File: src/rtl/spi_arb_pkg.sv
// Shared types and sizing helpers for the SPI bus arbiter.
// Optional idle-grant watchdog is enabled with SPI_ARB_TIMEOUT_EN.
package spi_arb_pkg;

   localparam int SPI_BYTE_W = 8;

   typedef enum logic [2:0] {
      ST_IDLE,
      ST_SETUP,
      ST_LOAD,
      ST_WAIT,
      ST_HOLD
   } arb_state_e;

   function automatic int spi_arb_cnt_w(input int cycles);
      return $clog2(cycles + 1);
   endfunction

   function automatic int spi_arb_idx_w(input int n);
      return (n > 1) ? $clog2(n) : 1;
   endfunction

endpackage

File: src/rtl/spi_rr_pick.sv
// Combinational round-robin picker: first request at or after ptr_i,
// wrapping, as a one-hot grant plus its index.
module spi_rr_pick
   import spi_arb_pkg::*;
#(
   parameter int N  = 4,
   parameter int IW = spi_arb_idx_w(N)
) (
   input  logic [N-1:0]  req_i,
   input  logic [IW-1:0] ptr_i,
   output logic [N-1:0]  gnt_o,
   output logic [IW-1:0] idx_o,
   output logic          any_o
);

   logic [IW:0]   sum;
   logic [IW-1:0] pos;

   always_comb begin
      gnt_o = '0;
      idx_o = '0;
      any_o = 1'b0;
      sum   = '0;
      pos   = '0;
      for (int i = 0; i < N; i++) begin
         // ptr < N and i < N, so one subtraction wraps the sum
         sum = {1'b0, ptr_i} + (IW+1)'(i);
         if (sum >= (IW+1)'(N)) begin
            sum = sum - (IW+1)'(N);
         end
         pos = sum[IW-1:0];
         if (!any_o && req_i[pos]) begin
            any_o      = 1'b1;
            gnt_o[pos] = 1'b1;
            idx_o      = pos;
         end
      end
   end

endmodule

File: src/rtl/spi_bus_arbiter.sv
// Per-transaction round-robin arbiter sharing one SPI byte engine.
// Define SPI_ARB_TIMEOUT_EN to enable the idle-grant watchdog.
module spi_bus_arbiter
   import spi_arb_pkg::*;
#(
   parameter int NUM_REQ        = 4,
   parameter int TIMEOUT_CYCLES = 1024
) (
   input  logic                          sys_clk,
   input  logic                          sys_rst_n,
   input  logic [NUM_REQ-1:0]            req_valid_i,
   input  logic [NUM_REQ*SPI_BYTE_W-1:0] req_data_i,
   input  logic [NUM_REQ-1:0]            req_last_i,
   output logic [NUM_REQ-1:0]            req_ready_o,
   output logic [NUM_REQ-1:0]            rsp_valid_o,
   output logic [SPI_BYTE_W-1:0]         rsp_data_o,
   output logic                          eng_start_o,
   output logic [SPI_BYTE_W-1:0]         eng_tx_o,
   input  logic                          eng_busy_i,
   input  logic                          eng_done_i,
   input  logic [SPI_BYTE_W-1:0]         eng_rx_i,
   output logic [NUM_REQ-1:0]            spi_cs_o,
   output logic [NUM_REQ-1:0]            grant_o,
   output logic                          abort_o
);

   localparam int IW = spi_arb_idx_w(NUM_REQ);

   if (NUM_REQ < 1 || NUM_REQ > 16 || TIMEOUT_CYCLES < 1) begin : g_bad_param
      $error("spi_bus_arbiter: parameter out of range");
   end

   arb_state_e              state_q;
   logic [IW-1:0]           owner_q;
   logic [IW-1:0]           rr_ptr_q;
   logic [IW-1:0]           rr_ptr_d;
   logic [NUM_REQ-1:0]      grant_q;
   logic [NUM_REQ-1:0]      cs_q;
   logic                    last_q;
   logic [NUM_REQ-1:0]      rsp_valid_q;
   logic [SPI_BYTE_W-1:0]   rsp_data_q;

   logic [NUM_REQ-1:0]      pick_gnt;
   logic [IW-1:0]           pick_idx;
   logic                    pick_any;
   logic                    own_valid;
   logic                    own_last;
   logic [SPI_BYTE_W-1:0]   own_data;
   logic                    accept;
   logic                    timeout_d;

   spi_rr_pick #(
      .N  (NUM_REQ),
      .IW (IW)
   ) u_pick (
      .req_i (req_valid_i),
      .ptr_i (rr_ptr_q),
      .gnt_o (pick_gnt),
      .idx_o (pick_idx),
      .any_o (pick_any)
   );

   assign own_valid = |(req_valid_i & grant_q);
   assign own_last  = |(req_last_i & grant_q);

   always_comb begin
      own_data = '0;
      for (int r = 0; r < NUM_REQ; r++) begin
         if (grant_q[r]) begin
            own_data = own_data | req_data_i[r*SPI_BYTE_W +: SPI_BYTE_W];
         end
      end
   end

   assign accept      = (state_q == ST_LOAD) && own_valid && !eng_busy_i;
   assign req_ready_o = accept ? grant_q : '0;
   assign eng_start_o = accept;
   assign eng_tx_o    = accept ? own_data : '0;

   assign rr_ptr_d = (owner_q == IW'(NUM_REQ - 1)) ? '0 : owner_q + 1'b1;

`ifdef SPI_ARB_TIMEOUT_EN
   localparam int CNT_W = spi_arb_cnt_w(TIMEOUT_CYCLES);

   logic [CNT_W-1:0] idle_cnt_q;
   logic             abort_q;

   // Fires on the cycle that completes TIMEOUT_CYCLES idle LOAD cycles
   assign timeout_d = (state_q == ST_LOAD) && !own_valid &&
                      (idle_cnt_q == CNT_W'(TIMEOUT_CYCLES - 1));

   always_ff @(posedge sys_clk) begin
      if (!sys_rst_n) begin
         idle_cnt_q <= '0;
         abort_q    <= 1'b0;
      end else begin
         abort_q <= timeout_d;
         if (state_q != ST_LOAD || own_valid || timeout_d) begin
            idle_cnt_q <= '0;
         end else begin
            idle_cnt_q <= idle_cnt_q + 1'b1;
         end
      end
   end

   assign abort_o = abort_q;
`else
   assign timeout_d = 1'b0;
   assign abort_o   = 1'b0;
`endif

   always_ff @(posedge sys_clk) begin
      if (!sys_rst_n) begin
         state_q     <= ST_IDLE;
         owner_q     <= '0;
         rr_ptr_q    <= '0;
         grant_q     <= '0;
         cs_q        <= '1;
         last_q      <= 1'b0;
         rsp_valid_q <= '0;
         rsp_data_q  <= '0;
      end else begin
         rsp_valid_q <= '0;
         unique case (state_q)
            ST_IDLE: begin
               if (pick_any) begin
                  owner_q <= pick_idx;
                  grant_q <= pick_gnt;
                  cs_q    <= ~pick_gnt;
                  state_q <= ST_SETUP;
               end
            end
            ST_SETUP: state_q <= ST_LOAD;
            ST_LOAD: begin
               if (accept) begin
                  last_q  <= own_last;
                  state_q <= ST_WAIT;
               end else if (timeout_d) begin
                  state_q <= ST_HOLD;
               end
            end
            ST_WAIT: begin
               if (eng_done_i) begin
                  rsp_data_q  <= eng_rx_i;
                  rsp_valid_q <= grant_q;
                  state_q     <= last_q ? ST_HOLD : ST_LOAD;
               end
            end
            ST_HOLD: begin
               cs_q     <= '1;
               grant_q  <= '0;
               rr_ptr_q <= rr_ptr_d;
               state_q  <= ST_IDLE;
            end
            default: state_q <= ST_IDLE;
         endcase
      end
   end

   assign spi_cs_o    = cs_q;
   assign grant_o     = grant_q;
   assign rsp_valid_o = rsp_valid_q;
   assign rsp_data_o  = rsp_data_q;

endmodule

File: config.mk
export PLATFORM = sky130hd
export DESIGN_NAME = spi_bus_arbiter
export DESIGN_NICKNAME = d
export VERILOG_FILES = /design/src/rtl/spi_arb_pkg.sv /design/src/rtl/spi_rr_pick.sv /design/src/rtl/spi_bus_arbiter.sv
export SDC_FILE = /design/constraint.sdc
export NUM_CORES = 1
export LEC_CHECK = 0
export CAP_MARGIN = 20
export CORE_ASPECT_RATIO = 0.75
export CORE_MARGIN = 5
export CORE_UTILIZATION = 45
export CTS_CLUSTER_DIAMETER = 120
export DETAILED_ROUTE_END_ITERATION = 8
export PLACE_DENSITY = 0.83
export SETUP_SLACK_MARGIN = 0.5
export SLEW_MARGIN = 25
export SYNTH_ARGS = -nofsm -noshare
export SYNTH_HDL_FRONTEND = slang
export SYNTH_SLANG_ARGS = --single-unit
File: constraint.sdc
create_clock -name sys_clk -period 5.6 [get_ports sys_clk]
set_input_delay 1.12 -clock sys_clk [delete_from_list [all_inputs] [get_ports sys_clk]]
set_output_delay 1.12 -clock sys_clk [all_outputs]
set_load 0.01 [all_outputs]
==> reports/summary.txt <==
P_int: 0.000339 W
CORE AREA: 0.00405 mm²
vias in the first global route: 1,880
Fin. Hold Viols: 0
HPWL Detailed: 4380 µm
Worst-path clk slew: 0.08 ns
number of detailed-route iterations in the first pass: 4
Post-CTS Hold Buffers: 0
remaining antenna violation count: 0
Cell Area, Synth: 0.00188 mm²
grt met3 use: 0.0523
worst hold margin: 0.456 ns
Critical Path Fanout Max: 11
Worst VDD drop: 157 µV
most frequent cells in the layout: clkdlybuf4s50_1, nand2_1, dfxtp_1, a21oi_1, a22oi_1
CTS H-tree depth: 1
final setup vio count: 0
FILL cells: 359
row count: 20
Leak Pwr: 0.942 nW
initial antenna violation count: 0
most crowded layer after global routing: met2
final worst path period share: 0.837
Max Cap Viol: 0
Worst Setup Start Kind: input port
Clk pwr share: 0.215
WS Path Type: input port to output port
crit path time final: 4.69 ns
Post-synth EDFFs: 0
Die Wd: 84.7 µm
Required @ worst endpoint: 4.48 ns
Die Span Y: 66.0 µm
DRT iter0 DRCs: 142
Fin Setup TNS: 0 ns
Comb pwr share: 0.292
clock root buffer: clkbuf_8
PD cells: 174 mW/mm²
fin util: 0.673
pin slew with the least headroom to its limit: 0.927 ns
first-pass GRT wire length: 9140 µm
Max clock buf depth: 2
setup bufs post-CTS: 0
dominant synthesized flop cell: dfxtp_1
P_sw: 0.000135 W
Post-Syn Nets: 292
via count: 2,045
RSZ-0062 raised after global routing: no
# diodes: 0
post-cts gate resize count: 0
status: completed
max-slew violations: 0
cts bufs inserted: 3
largest net degree at the start of global routing: 26
CTS tree: yes
Sequential Power Share: 0.494
Setup crit end kind: output port
fmax: 0.213 GHz
Overall Power: 0.000474 W
DR vias/cell: 5.76
DRC violations left: 0
Wirelength per Cell: 16.1 µm
Avg Inst Size Synth: 8.12 µm²
Initial Utilization: 0.465
M1 GR Usage: 0.269
layout cell share with drive strength beyond 1: 0.0500
Clock Latency Late Sink: 0.27 ns
HP Class: register to register
Data arrival, critical path: 3.57 ns
Final nets: 362
most common cell after layout, fill and taps aside: clkdlybuf4s50_1
Seq/Total Area, Yosys: 0.298
total gr overflow: 0
post-synthesis cell count: 232
final wirelength: 5710 µm
RePlAce Congestion: 0.867
die area: 0.00559 mm²
ys async rst share: 0
All-Layer GR Usage: 0.201
Clock Skews: 0.00709 ns
TritonCTS Sinks: 28
layout overhead on the synthesized area: 44.9%
post-synthesis cell type count: 42
Yosys reg bits: 28
Switching Share: 0.285
met2 Use GR: 0.322
total of warnings raised by yosys: 0
Ports: 86
PortBufs: 84
Slew HR: 0.381
-- state kept, by name, indices dropped and copies added, names as in the netlist --
| name | count |
|---|---|
| grant_o | 4 |
| last_q | 1 |
| owner_q | 2 |
| rr_ptr_q | 2 |
| rsp_data_o | 8 |
| rsp_valid_o | 4 |
| spi_cs_o | 4 |
| state_q | 3 |
-- cell type report --
class / instances / area (µm²) / share of cell area
Clock buffer: 3 / 41.3 / 0.0151
Inverter: 6 / 22.5 / 0.00825
Multi-Input combinational cell: 179 / 1190 / 0.438
Sequential cell: 28 / 561 / 0.205
Tap cell: 55 / 68.8 / 0.0252
Timing Repair Buffer: 84 / 841 / 0.308
-- per-stage QoR --
stage,area (µm²),cells,setup slack (ns)
after global routing,2730,355,0.817
after floorplan,1880,232,2.08
after CTS,2730,355,0.910
final,2730,355,0.910
after detailed placement,2690,352,0.910
after global placement,2690,352,0.974
-- synth_stat cells (2+ instances only) --
master | number | area, µm²
nand2_1 | 33 | 124
dfxtp_1 | 28 | 561
a21oi_1 | 24 | 120
a22oi_1 | 20 | 150
nor2_1 | 13 | 48.8
buf_2 | 9 | 45.0
nand2b_1 | 9 | 56.3
ha_1 | 8 | 100
o21ai_0 | 8 | 40.0
inv_1 | 6 | 22.5
nor3_1 | 6 | 30.0
clkbuf_1 | 5 | 18.8
mux2i_1 | 5 | 50.1
nor2b_1 | 5 | 31.3
and3_1 | 4 | 25.0
mux4_2 | 4 | 90.1
nand3_1 | 4 | 20.0
a2bb2oi_1 | 3 | 26.3
and2_1 | 3 | 18.8
o22a_1 | 3 | 26.3
o22ai_1 | 3 | 18.8
a211o_1 | 2 | 17.5
a211oi_1 | 2 | 15.0
a221oi_2 | 2 | 30.0
a31o_2 | 2 | 17.5
buf_4 | 2 | 15.0
buf_6 | 2 | 22.5
o211ai_1 | 2 | 15.0
or2_2 | 2 | 12.5
-- kinds of logic after synthesis --
group / synth area share
AND/OR/NAND/NOR: 0.198
AO/OA/AOI/OAI: 0.301
flip-flops: 0.298
adder cells (fa/ha/maj): 0.0532
other: 0.00199
multiplexers: 0.0804
buffers and inverters: 0.0678
-- worst max-delay path, cell delays in order --
cell             delay (ns)
clkdlybuf4s50_1        0.68
a22oi_1                0.15
a211o_1                0.33
or2_2                  0.38
inv_1                  0.21
and2_1                 0.16
clkdlybuf4s50_1        0.53
-- layer usage --
layer,routed length (µm),vias up
met1,2510,948
met5,0,-
met2,2570,103
li1,-,986
met3,547,8
met4,92,0
-- power by group through the flow --
stage	clock network (W)	registers (W)	logic [W]
6_report	0.000102	0.000234	0.000138
5_1_grt	0.000114	0.000237	0.000150
4_1_cts	0.000106	0.000233	0.000139
3_5_place_dp	0	0.000238	0.000138
3_3_place_gp	0	0.000238	0.000136
2_1_floorplan	0	0.000229	0.0000763
-- final timing paths --
check	startpoint	endpoint	slack, ns	cells past startpoint
worst min register to register	rsp_data_o[5]	rsp_data_o[5]	0.46	2
worst max-delay path	req_valid_i[3]	req_ready_o[2]	0.91	7
worst min-delay path	rsp_data_o[5]	rsp_data_o[5]	0.46	2
worst max register to register	rr_ptr_q[0]	spi_cs_o[0]	2.36	6
(Power assumes the default switching activity.)
